**config.mk**
```make
export PLATFORM = sky130hd
export DESIGN_NAME = gty_rx_block_sync
export DESIGN_NICKNAME = d
export VERILOG_FILES = /design/src/rtl/gty_rx_pkg.sv /design/src/rtl/gty_rx_block_sync_descrambler.sv /design/src/rtl/gty_rx_block_sync.sv
export SDC_FILE = /design/constraint.sdc
export NUM_CORES = 1
export LEC_CHECK = 0
export ABC_AREA = 1
export ABC_CLOCK_PERIOD_IN_PS = 2100
export CAP_MARGIN = 20
export CELL_PAD_IN_SITES_DETAIL_PLACEMENT = 0
export CELL_PAD_IN_SITES_GLOBAL_PLACEMENT = 1
export CORE_UTILIZATION = 38
export DETAILED_ROUTE_END_ITERATION = 16
export GPL_ROUTABILITY_DRIVEN = 0
export PLACE_DENSITY = 0.89
export SLEW_MARGIN = 20
export SYNTH_ARGS = -nofsm -noshare
export SYNTH_HDL_FRONTEND = slang
export SYNTH_SLANG_ARGS = --single-unit
```
**constraint.sdc**
```tcl
create_clock -name aclk -period 2.1 [get_ports aclk]
set_clock_uncertainty 0.05 [all_clocks]
set_input_delay 0.63 -clock aclk [delete_from_list [all_inputs] [get_ports aclk]]
set_output_delay 0.63 -clock aclk [all_outputs]
set_load 0.05 [all_outputs]
```
**src/rtl/gty_rx_pkg.sv**
```systemverilog
// Shared definitions for the GTY RX 64b/66b block-sync path.
//   - sync_state_e : block-lock FSM states
//   - SYNC_DATA / SYNC_CTRL : the two legal 66b sync header values
//   - SCR_TAP_A / SCR_TAP_B : descrambler taps (x^58 + x^39 + 1)
//   - DEF_* : default lock / window / unlock / slip-wait settings
package gty_rx_pkg;

  typedef enum logic [1:0] {
    ST_HUNT   = 2'd0,
    ST_SLIP   = 2'd1,
    ST_WAIT   = 2'd2,
    ST_LOCKED = 2'd3
  } sync_state_e;

  localparam logic [1:0] SYNC_DATA = 2'b01;
  localparam logic [1:0] SYNC_CTRL = 2'b10;

  localparam int SCR_TAP_A = 38;
  localparam int SCR_TAP_B = 57;

  localparam int DEF_LOCK_COUNT  = 64;
  localparam int DEF_WINDOW_SIZE = 1024;
  localparam int DEF_UNLOCK_BAD  = 16;
  localparam int DEF_SLIP_WAIT   = 32;

  function automatic logic hdr_is_valid(input logic [1:0] hdr);
    return (hdr == SYNC_DATA) || (hdr == SYNC_CTRL);
  endfunction

endpackage

```
**src/rtl/gty_rx_block_sync_descrambler.sv**
```systemverilog
// Self-synchronising 64-bit descrambler, polynomial x^58 + x^39 + 1.
// Ports:
//   clk_i    : clock
//   srst_i   : synchronous active-high reset, clears the 58-bit history
//   en_i     : advance the history with data_i (one block present)
//   bypass_i : output data_i unchanged (history still advances)
//   data_i   : scrambled payload, bit 0 received first
//   data_o   : descrambled payload (combinational from data_i and history)
module gty_rx_descrambler64
  import gty_rx_pkg::*;
(
  input  logic        clk_i,
  input  logic        srst_i,
  input  logic        en_i,
  input  logic        bypass_i,
  input  logic [63:0] data_i,
  output logic [63:0] data_o
);

  // state_q[0] is the most recently received scrambled bit.
  logic [57:0]  state_q;
  logic [57:0]  state_d;
  // Flat history in arrival order: hist[0] is the oldest stored bit,
  // hist[58+i] is data_i[i]. Bit i then sees s[k] at hist[57+i-k].
  logic [121:0] hist;

  assign hist[121:58] = data_i;

  for (genvar gi = 0; gi < 58; gi++) begin : g_hist
    assign hist[gi] = state_q[57-gi];
  end

  for (genvar gi = 0; gi < 64; gi++) begin : g_out
    assign data_o[gi] = bypass_i ? data_i[gi]
                      : data_i[gi] ^ hist[gi+57-SCR_TAP_A] ^ hist[gi+57-SCR_TAP_B];
  end

  // After a full block the newest 58 input bits form the history.
  for (genvar gi = 0; gi < 58; gi++) begin : g_next
    assign state_d[gi] = data_i[63-gi];
  end

  always_ff @(posedge clk_i) begin
    if (srst_i) begin
      state_q <= '0;
    end else if (en_i) begin
      state_q <= state_d;
    end
  end

endmodule

```
**src/rtl/gty_rx_block_sync.sv**
```systemverilog
// GTY RX 64b/66b block lock, descrambling and one-deep output buffer.
// Ports:
//   aclk, areset         : clock and synchronous active-high reset
//   gty_rx_data/_datavalid/_header/_headervalid : gearbox user interface
//   gty_rx_gearboxslip   : one-cycle slip request while hunting
//   out_data/_valid/_header/_header_valid, out_ready : downstream stream
//   block_lock           : lock status
//   drop_cnt, slip_cnt   : saturating drop / slip counters
module gty_rx_block_sync
  import gty_rx_pkg::*;
#(
  parameter int DATA_WIDTH  = 64,
  parameter int LOCK_COUNT  = DEF_LOCK_COUNT,
  parameter int WINDOW_SIZE = DEF_WINDOW_SIZE,
  parameter int UNLOCK_BAD  = DEF_UNLOCK_BAD,
  parameter int SLIP_WAIT   = DEF_SLIP_WAIT,
  parameter int DESCRAMBLE  = 1
) (
  input  logic                  aclk,
  input  logic                  areset,
  input  logic [DATA_WIDTH-1:0] gty_rx_data,
  input  logic                  gty_rx_datavalid,
  input  logic [1:0]            gty_rx_header,
  input  logic                  gty_rx_headervalid,
  output logic                  gty_rx_gearboxslip,
  output logic [DATA_WIDTH-1:0] out_data,
  output logic                  out_valid,
  output logic [1:0]            out_header,
  output logic                  out_header_valid,
  input  logic                  out_ready,
  output logic                  block_lock,
  output logic [15:0]           drop_cnt,
  output logic [15:0]           slip_cnt
);

  localparam int GOOD_W = $clog2(LOCK_COUNT + 1);
  localparam int BAD_W  = $clog2(UNLOCK_BAD + 1);
  localparam int HDR_W  = $clog2(WINDOW_SIZE + 1);
  localparam int WAIT_W = $clog2(SLIP_WAIT + 1);

  localparam logic [GOOD_W-1:0] LOCK_LAST   = GOOD_W'(LOCK_COUNT - 1);
  localparam logic [BAD_W-1:0]  UNLOCK_LAST = BAD_W'(UNLOCK_BAD - 1);
  localparam logic [HDR_W-1:0]  WIN_LAST    = HDR_W'(WINDOW_SIZE - 1);
  localparam logic [WAIT_W-1:0] WAIT_LAST   = WAIT_W'(SLIP_WAIT - 1);

  sync_state_e       state_q, state_d;
  logic [GOOD_W-1:0] good_cnt_q, good_cnt_d;
  logic [BAD_W-1:0]  bad_cnt_q, bad_cnt_d;
  logic [HDR_W-1:0]  hdr_cnt_q, hdr_cnt_d;
  logic [WAIT_W-1:0] wait_cnt_q, wait_cnt_d;
  logic [15:0]       slip_cnt_q, slip_cnt_d;

  logic [DATA_WIDTH-1:0] out_data_q, out_data_d;
  logic [1:0]            out_header_q, out_header_d;
  logic                  out_valid_q, out_valid_d;
  logic [15:0]           drop_cnt_q, drop_cnt_d;

  logic                  blk_present;
  logic                  hdr_ok;
  logic [DATA_WIDTH-1:0] descr_data;

  assign blk_present = gty_rx_datavalid & gty_rx_headervalid;
  assign hdr_ok      = hdr_is_valid(gty_rx_header);

  // Runs in every FSM state so the history has converged before lock.
  gty_rx_descrambler64 u_descr (
    .clk_i    (aclk),
    .srst_i   (areset),
    .en_i     (blk_present),
    .bypass_i (DESCRAMBLE == 0),
    .data_i   (gty_rx_data),
    .data_o   (descr_data)
  );

  // State register
  always_ff @(posedge aclk) begin
    if (areset) begin
      state_q    <= ST_HUNT;
      good_cnt_q <= '0;
      bad_cnt_q  <= '0;
      hdr_cnt_q  <= '0;
      wait_cnt_q <= '0;
      slip_cnt_q <= '0;
    end else begin
      state_q    <= state_d;
      good_cnt_q <= good_cnt_d;
      bad_cnt_q  <= bad_cnt_d;
      hdr_cnt_q  <= hdr_cnt_d;
      wait_cnt_q <= wait_cnt_d;
      slip_cnt_q <= slip_cnt_d;
    end
  end

  // Next-state logic
  always_comb begin
    state_d    = state_q;
    good_cnt_d = good_cnt_q;
    bad_cnt_d  = bad_cnt_q;
    hdr_cnt_d  = hdr_cnt_q;
    wait_cnt_d = wait_cnt_q;
    slip_cnt_d = slip_cnt_q;
    case (state_q)
      ST_HUNT: begin
        if (blk_present) begin
          if (!hdr_ok) begin
            good_cnt_d = '0;
            state_d    = ST_SLIP;
          end else if (good_cnt_q == LOCK_LAST) begin
            good_cnt_d = '0;
            bad_cnt_d  = '0;
            hdr_cnt_d  = '0;
            state_d    = ST_LOCKED;
          end else begin
            good_cnt_d = good_cnt_q + GOOD_W'(1);
          end
        end
      end
      ST_SLIP: begin
        if (slip_cnt_q != 16'hFFFF) begin
          slip_cnt_d = slip_cnt_q + 16'd1;
        end
        wait_cnt_d = '0;
        state_d    = ST_WAIT;
      end
      ST_WAIT: begin
        // Cycles, not blocks, are counted: the gearbox needs settling time.
        if (wait_cnt_q == WAIT_LAST) begin
          wait_cnt_d = '0;
          good_cnt_d = '0;
          state_d    = ST_HUNT;
        end else begin
          wait_cnt_d = wait_cnt_q + WAIT_W'(1);
        end
      end
      ST_LOCKED: begin
        if (blk_present) begin
          // Unlock is tested first so it wins over a coincident window end.
          if (!hdr_ok && (bad_cnt_q == UNLOCK_LAST)) begin
            bad_cnt_d = '0;
            hdr_cnt_d = '0;
            state_d   = ST_SLIP;
          end else if (hdr_cnt_q == WIN_LAST) begin
            bad_cnt_d = '0;
            hdr_cnt_d = '0;
          end else begin
            hdr_cnt_d = hdr_cnt_q + HDR_W'(1);
            if (!hdr_ok) begin
              bad_cnt_d = bad_cnt_q + BAD_W'(1);
            end
          end
        end
      end
      default: state_d = ST_HUNT;
    endcase
  end

  // FSM outputs
  always_comb begin
    block_lock         = (state_q == ST_LOCKED);
    gty_rx_gearboxslip = (state_q == ST_SLIP);
  end

  // One-deep output buffer: a locked block loads when the slot is free or
  // being emptied this cycle, otherwise it is dropped and counted.
  always_comb begin
    out_data_d   = out_data_q;
    out_header_d = out_header_q;
    out_valid_d  = out_valid_q;
    drop_cnt_d   = drop_cnt_q;
    if (blk_present && (state_q == ST_LOCKED)) begin
      if (!out_valid_q || out_ready) begin
        out_data_d   = descr_data;
        out_header_d = gty_rx_header;
        out_valid_d  = 1'b1;
      end else if (drop_cnt_q != 16'hFFFF) begin
        drop_cnt_d = drop_cnt_q + 16'd1;
      end
    end else if (out_ready) begin
      out_valid_d = 1'b0;
    end
  end

  always_ff @(posedge aclk) begin
    if (areset) begin
      out_data_q   <= '0;
      out_header_q <= '0;
      out_valid_q  <= 1'b0;
      drop_cnt_q   <= '0;
    end else begin
      out_data_q   <= out_data_d;
      out_header_q <= out_header_d;
      out_valid_q  <= out_valid_d;
      drop_cnt_q   <= drop_cnt_d;
    end
  end

  assign out_data         = out_data_q;
  assign out_header       = out_header_q;
  assign out_valid        = out_valid_q;
  assign out_header_valid = out_valid_q;
  assign drop_cnt         = drop_cnt_q;
  assign slip_cnt         = slip_cnt_q;

endmodule

```
==> Word-level counts from Yosys, hierarchy flattened <==
Index checks and enable logic that the tools add are counted.
{ "totals": {"word_cells": 218, "ff_bits": 188} }
{ "classes": {"n_eq_ne": 20, "bitwise_logic": 130, "reduce_logical": 19, "n_addsub": 6, "muxes": 32} }
{ "op_table": {"columns": ["op", "count"], "rows": [
  ["$xor 1x1->1", 128],
  ["$mux 11", 6],
  ["$mux 5", 7],
  ["$add 16x1->16 const B", 2],
  ["$ne 16x16->1 const B", 2],
  ["$mux 7", 4],
  ["$pmux 11 s2", 1],
  ["$pmux 7 s2", 1],
  ["$mux 2", 6],
  ["$pmux 6 s2", 1],
  ["$add 11x1->11 const B", 1],
  ["$eq 11x10->1 const B", 1],
  ["$pmux 5 s2", 1],
  ["$reduce_and 5->1", 2],
  ["$ne 2x2->1 const B", 4],
  ["$pmux 2 s4", 1],
  ["$reduce_bool 2->1", 4],
  ["$add 7x1->7 const B", 1],
  ["$eq 7x6->1 const B", 1],
  ["$add 6x1->6 const B", 1],
  ["$eq 2x2->1 const B", 3],
  ["$eq 6x5->1 const B", 1],
  ["$mux 6", 1],
  ["$ne 2x1->1 const B", 3],
  ["15 further kinds", 24]
]} }

==> Logic depth before layout (Yosys ltp) <==
{ "depth": {"depth_word": 7, "ltp_mapped": 11, "ltp_nobuf": 11} }

==> Cells and area by module <==
A second synthesis with hierarchy kept.
{ "hier_totals": {"cells_unflattened": 1580, "area_unflattened_um2": 10488.8} }
{ "modules_own_cells": {"columns": ["mod", "seq_area_each_um2", "area_each_um2", "instances", "cells_per_inst"], "rows": [
  ["gty_rx_block_sync", 2602.5, 6114.6, 1, 866],
  ["gty_rx_descrambler64", 1161.1, 4374.2, 1, 714]
]} }

==> Least setup slack after synthesis <==
OpenSTA, ideal clock, no wires.
{ "synth_timing": {"kind": "flip-flop to flip-flop", "start": "register drop_cnt_q[1] (netlist: drop_cnt[1])", "end": "register drop_cnt_q[15] (netlist: drop_cnt[15])", "setup_slack_ns": 0.095, "path_stages_with_launch": 10, "t_arrival_ns": 1.839, "required_time_ns": 1.935, "path_buffers": 1, "path_cell_list": "dfxtp_1 -> ha_1 -> nand2_1 -> nor2_2 -> nand2_2 -> nor2_1 -> nor2_4 -> buf_6 -> a21oi_2 -> nor2_1"} }
{ "synth_between": {"elab_chain_cells": 2, "word_cells_on_any_way": 3} }
{ "synth_rtl": {"columns": ["element", "line_no", "rtl"], "rows": [
  ["from (decl)", "gty_rx_block_sync.sv:56", "logic [15:0] drop_cnt_q, drop_cnt_d;"],
  ["from (signal assigned)", "gty_rx_block_sync.sv:193", "drop_cnt_q <= drop_cnt_d;"],
  ["parallel branches: the longest is 2 deep, another holds $add 16x1->16", null, null]
]} }
Several ways; the timed one is not identified.
A chain may end at the register's enable or synchronous reset.

==> Final worst setup path <==
{ "layout_timing": {"start": "register state_q[1]", "end": "output port gty_rx_gearboxslip"} }
{ "layout_between": {"elab_chain_cells": 1} }
{ "layout_rtl": {"columns": ["element", "line_no", "rtl"], "rows": [
  ["from (decl)", "gty_rx_block_sync.sv:46", "sync_state_e state_q, state_d;"],
  ["from (signal assigned)", "gty_rx_block_sync.sv:85", "state_q <= state_d;"],
  ["$eq 2x1->1", "gty_rx_block_sync.sv:160", "gty_rx_gearboxslip = (state_q == ST_SLIP);"],
  ["to (decl)", "gty_rx_block_sync.sv:25", "output logic gty_rx_gearboxslip,"]
]} }
No other way between the ends.

==> impl_metrics.json <==
{
  "status": "complete, no violations",
  "cts_tree": "built",
  "synth-main-ff-cell": "dfxtp_1",
  "fin_nets": 1431,
  "yosysSeqAreaShare": 0.421,
  "die_h_um": 155,
  "antenna_found_initial": 2,
  "ir_worst_vdd_v": 0.000460,
  "grt_max_degree": 65,
  "synth-edff-count": 0,
  "grt.total_usage": 0.210,
  "wl_um": 24900,
  "tightest_slew_ps": 485,
  "final_util": 0.508,
  "first_pass_iters": 4,
  "initial_core_util": 0.392,
  "critPathMaxFanout": 4,
  "cp.required_ps": 1420,
  "setup_viol": 0,
  "rsz0062_at_grt": "true",
  "yosys.area_share.simple": 0.214,
  "final.setup.tns_ps": 0,
  "synth_top_family_by_area": "simple AND/OR/NAND/NOR gates",
  "clk_latency_ps": 450,
  "finalHoldViolations": 0,
  "synthMuxAreaShare": 0,
  "cts_setup_buffers": 0,
  "ant_nets": 0,
  "cts.sinks": 188,
  "holdBufCountCts": 0,
  "io_buffers": 172,
  "crit_arrival_ps": 1350,
  "vias": 7997,
  "die_x_um": 155,
  "maxSlewViolCount": 0,
  "place_hpwl_um": 18700,
  "wire_per_inst_um": 14.9,
  "p_leak_nw": 4.74,
  "rows": 55,
  "grt_overflow": 0,
  "synth_compound_area_frac": 0.151,
  "slew_headroom": 0.677,
  "ys_seq_elements": 188,
  "synthXorXnorAreaFrac": 0.142,
  "cts_buffers": 17,
  "synth.net_count": 1247,
  "cts-root-buf": "clkbuf_16",
  "remaining_drc_errors": 0,
  "dieArea_um2": 24200,
  "viasPerCell": 4.78,
  "cts_max_path_buffers": 2,
  "synthCells": 1164,
  "area_growth_pct": 29.7,
  "cap_violations": 0,
  "post-layout-total-power_w": 0.00973,
  "synth.distinct_cells": 43,
  "coreArea_um2": 22800,
  "endpoint_kind": "primary output",
  "syn_area_per_cell_um2": 7.69,
  "drive_gt1_frac": 0.159,
  "power.density_cell_area_nw_per_um2": 838,
  "worst-setup-path-type": "reg2out",
  "yosysWarnings": 0,
  "clkTransAtPathRegs_ps": 80,
  "hold_path.class": "reg2reg",
  "fmax_mhz": 491,
  "timing.final.crit_share": 0.969,
  "htree_num_levels": 4,
  "synthAdderAreaFrac": 0.0168,
  "timing.final.crit_period_ps": 2030,
  "synth_area_um2": 8950,
  "cts_resized": 0,
  "grt_pass1_vias": 7586,
  "io_pins": 173,
  "async_flop_share": 0,
  "drt_iter0_markers": 455,
  "antenna_cells": 0,
  "crit_path_start_kind": "register",
  "grt_pass1_wl_um": 39500
}
==> routing by layer <==
metal  up-vias  global-route usage  share of wire
met4         2              0.0448         0.0095
met5         -                   0        0.00052
met3        18              0.0563          0.065
met2       218               0.356           0.48
met1      3628               0.266           0.44
li1       4131                   -              -
==> where the power goes <==
part,total (W),switching (W),leakage (nW),internal [W]
Combinational,0.00235,0.00141,2.91,0.000934
Clock,0.00340,0.00174,0.305,0.00166
Sequential,0.00398,0.000195,1.53,0.00378
==> through the flow <==
stage | hold WS, ps | setup WS [ps] | std cells | area, um2
after floorplan | 371 | 95.4 | 1164 | 8950
after global placement | 387 | -142 | 1642 | 11000
after detailed placement | 389 | -173 | 1642 | 11000
after CTS | 399 | 29.0 | 1674 | 11600
after global routing | 435 | -7.63 | 1674 | 11600
final | 398 | 65.0 | 1674 | 11600
==> flip-flops by register name (all words and copies together) (netlist names) <==
register and cells:
slip_cnt 16, wait_cnt_q 6, out_data 64, good_cnt_q 7
out_header 2, state_q 2, out_header_valid 1, bad_cnt_q 5
drop_cnt 16, hdr_cnt_q 11, u_descr.state_q 58
==> final timing paths <==
check                                   start                 end  slack, ps  cells past startpoint
worst max-delay path               state_q[1]  gty_rx_gearboxslip         70                      3
worst min-delay path            good_cnt_q[6]       good_cnt_q[6]        400                      2
worst max register to register     state_q[0]        hdr_cnt_q[1]        230                     10
worst min register to register  good_cnt_q[6]       good_cnt_q[6]        400                      2
==> synthesized netlist by cell type, types with 8 or more instances <==
library cell  number  share of area
buf_2             16         0.0089
clkbuf_1          26          0.011
ha_1              12          0.017
nor3_1             8         0.0045
nand3_1           37          0.021
dfxtp_1          188           0.42
o21ai_1           17         0.0095
a21oi_1          100          0.056
xnor2_1           69          0.068
o21ai_0          126          0.070
nor2_1           209          0.088
inv_1             52          0.022
nand2_1          163          0.068
xor2_1            76          0.074
==> worst max-delay path, cell delays in order (launching register included) <==
cell     delay [ps]
dfxtp_1         390
inv_1           100
ha_1            260
buf_12          180
==> layout by cell type, fill, tap and decap left out, types with 11 or more instances in the layout <==
master | synthesis | routed
a21oi_1 | 100 | 100
buf_4 | 2 | 138
clkbuf_16 | 0 | 17
clkdlybuf4s50_1 | 0 | 70
dfxtp_1 | 188 | 188
ha_1 | 12 | 11
inv_1 | 52 | 52
nand2_1 | 163 | 163
nand3_1 | 37 | 37
nor2_1 | 209 | 208
o21ai_0 | 126 | 126
o21ai_1 | 17 | 17
xnor2_1 | 69 | 69
xor2_1 | 76 | 76
==> area by class of cell <==
cell class	count	area, um2
Clock buffer	17	425
Tap cell	313	392
Multi-Input combinational cell	866	4690
Fill cell	2242	11200
Timing Repair Buffer	216	1900
Inverter	59	231
Sequential cell	188	3760
Clock inverter	15	211
==> cells by family (layout without fill, tap and decap cells) <==
logic type	Yosys count	in the layout
AND/OR/NAND/NOR	451	451
flip-flops	188	188
AO/OA/AOI/OAI	258	258
buffers and inverters	110	307
XOR/XNOR	145	145
adder cells (fa/ha/maj)	12	12
No activity file was read; power rests on OpenSTA's default activity.
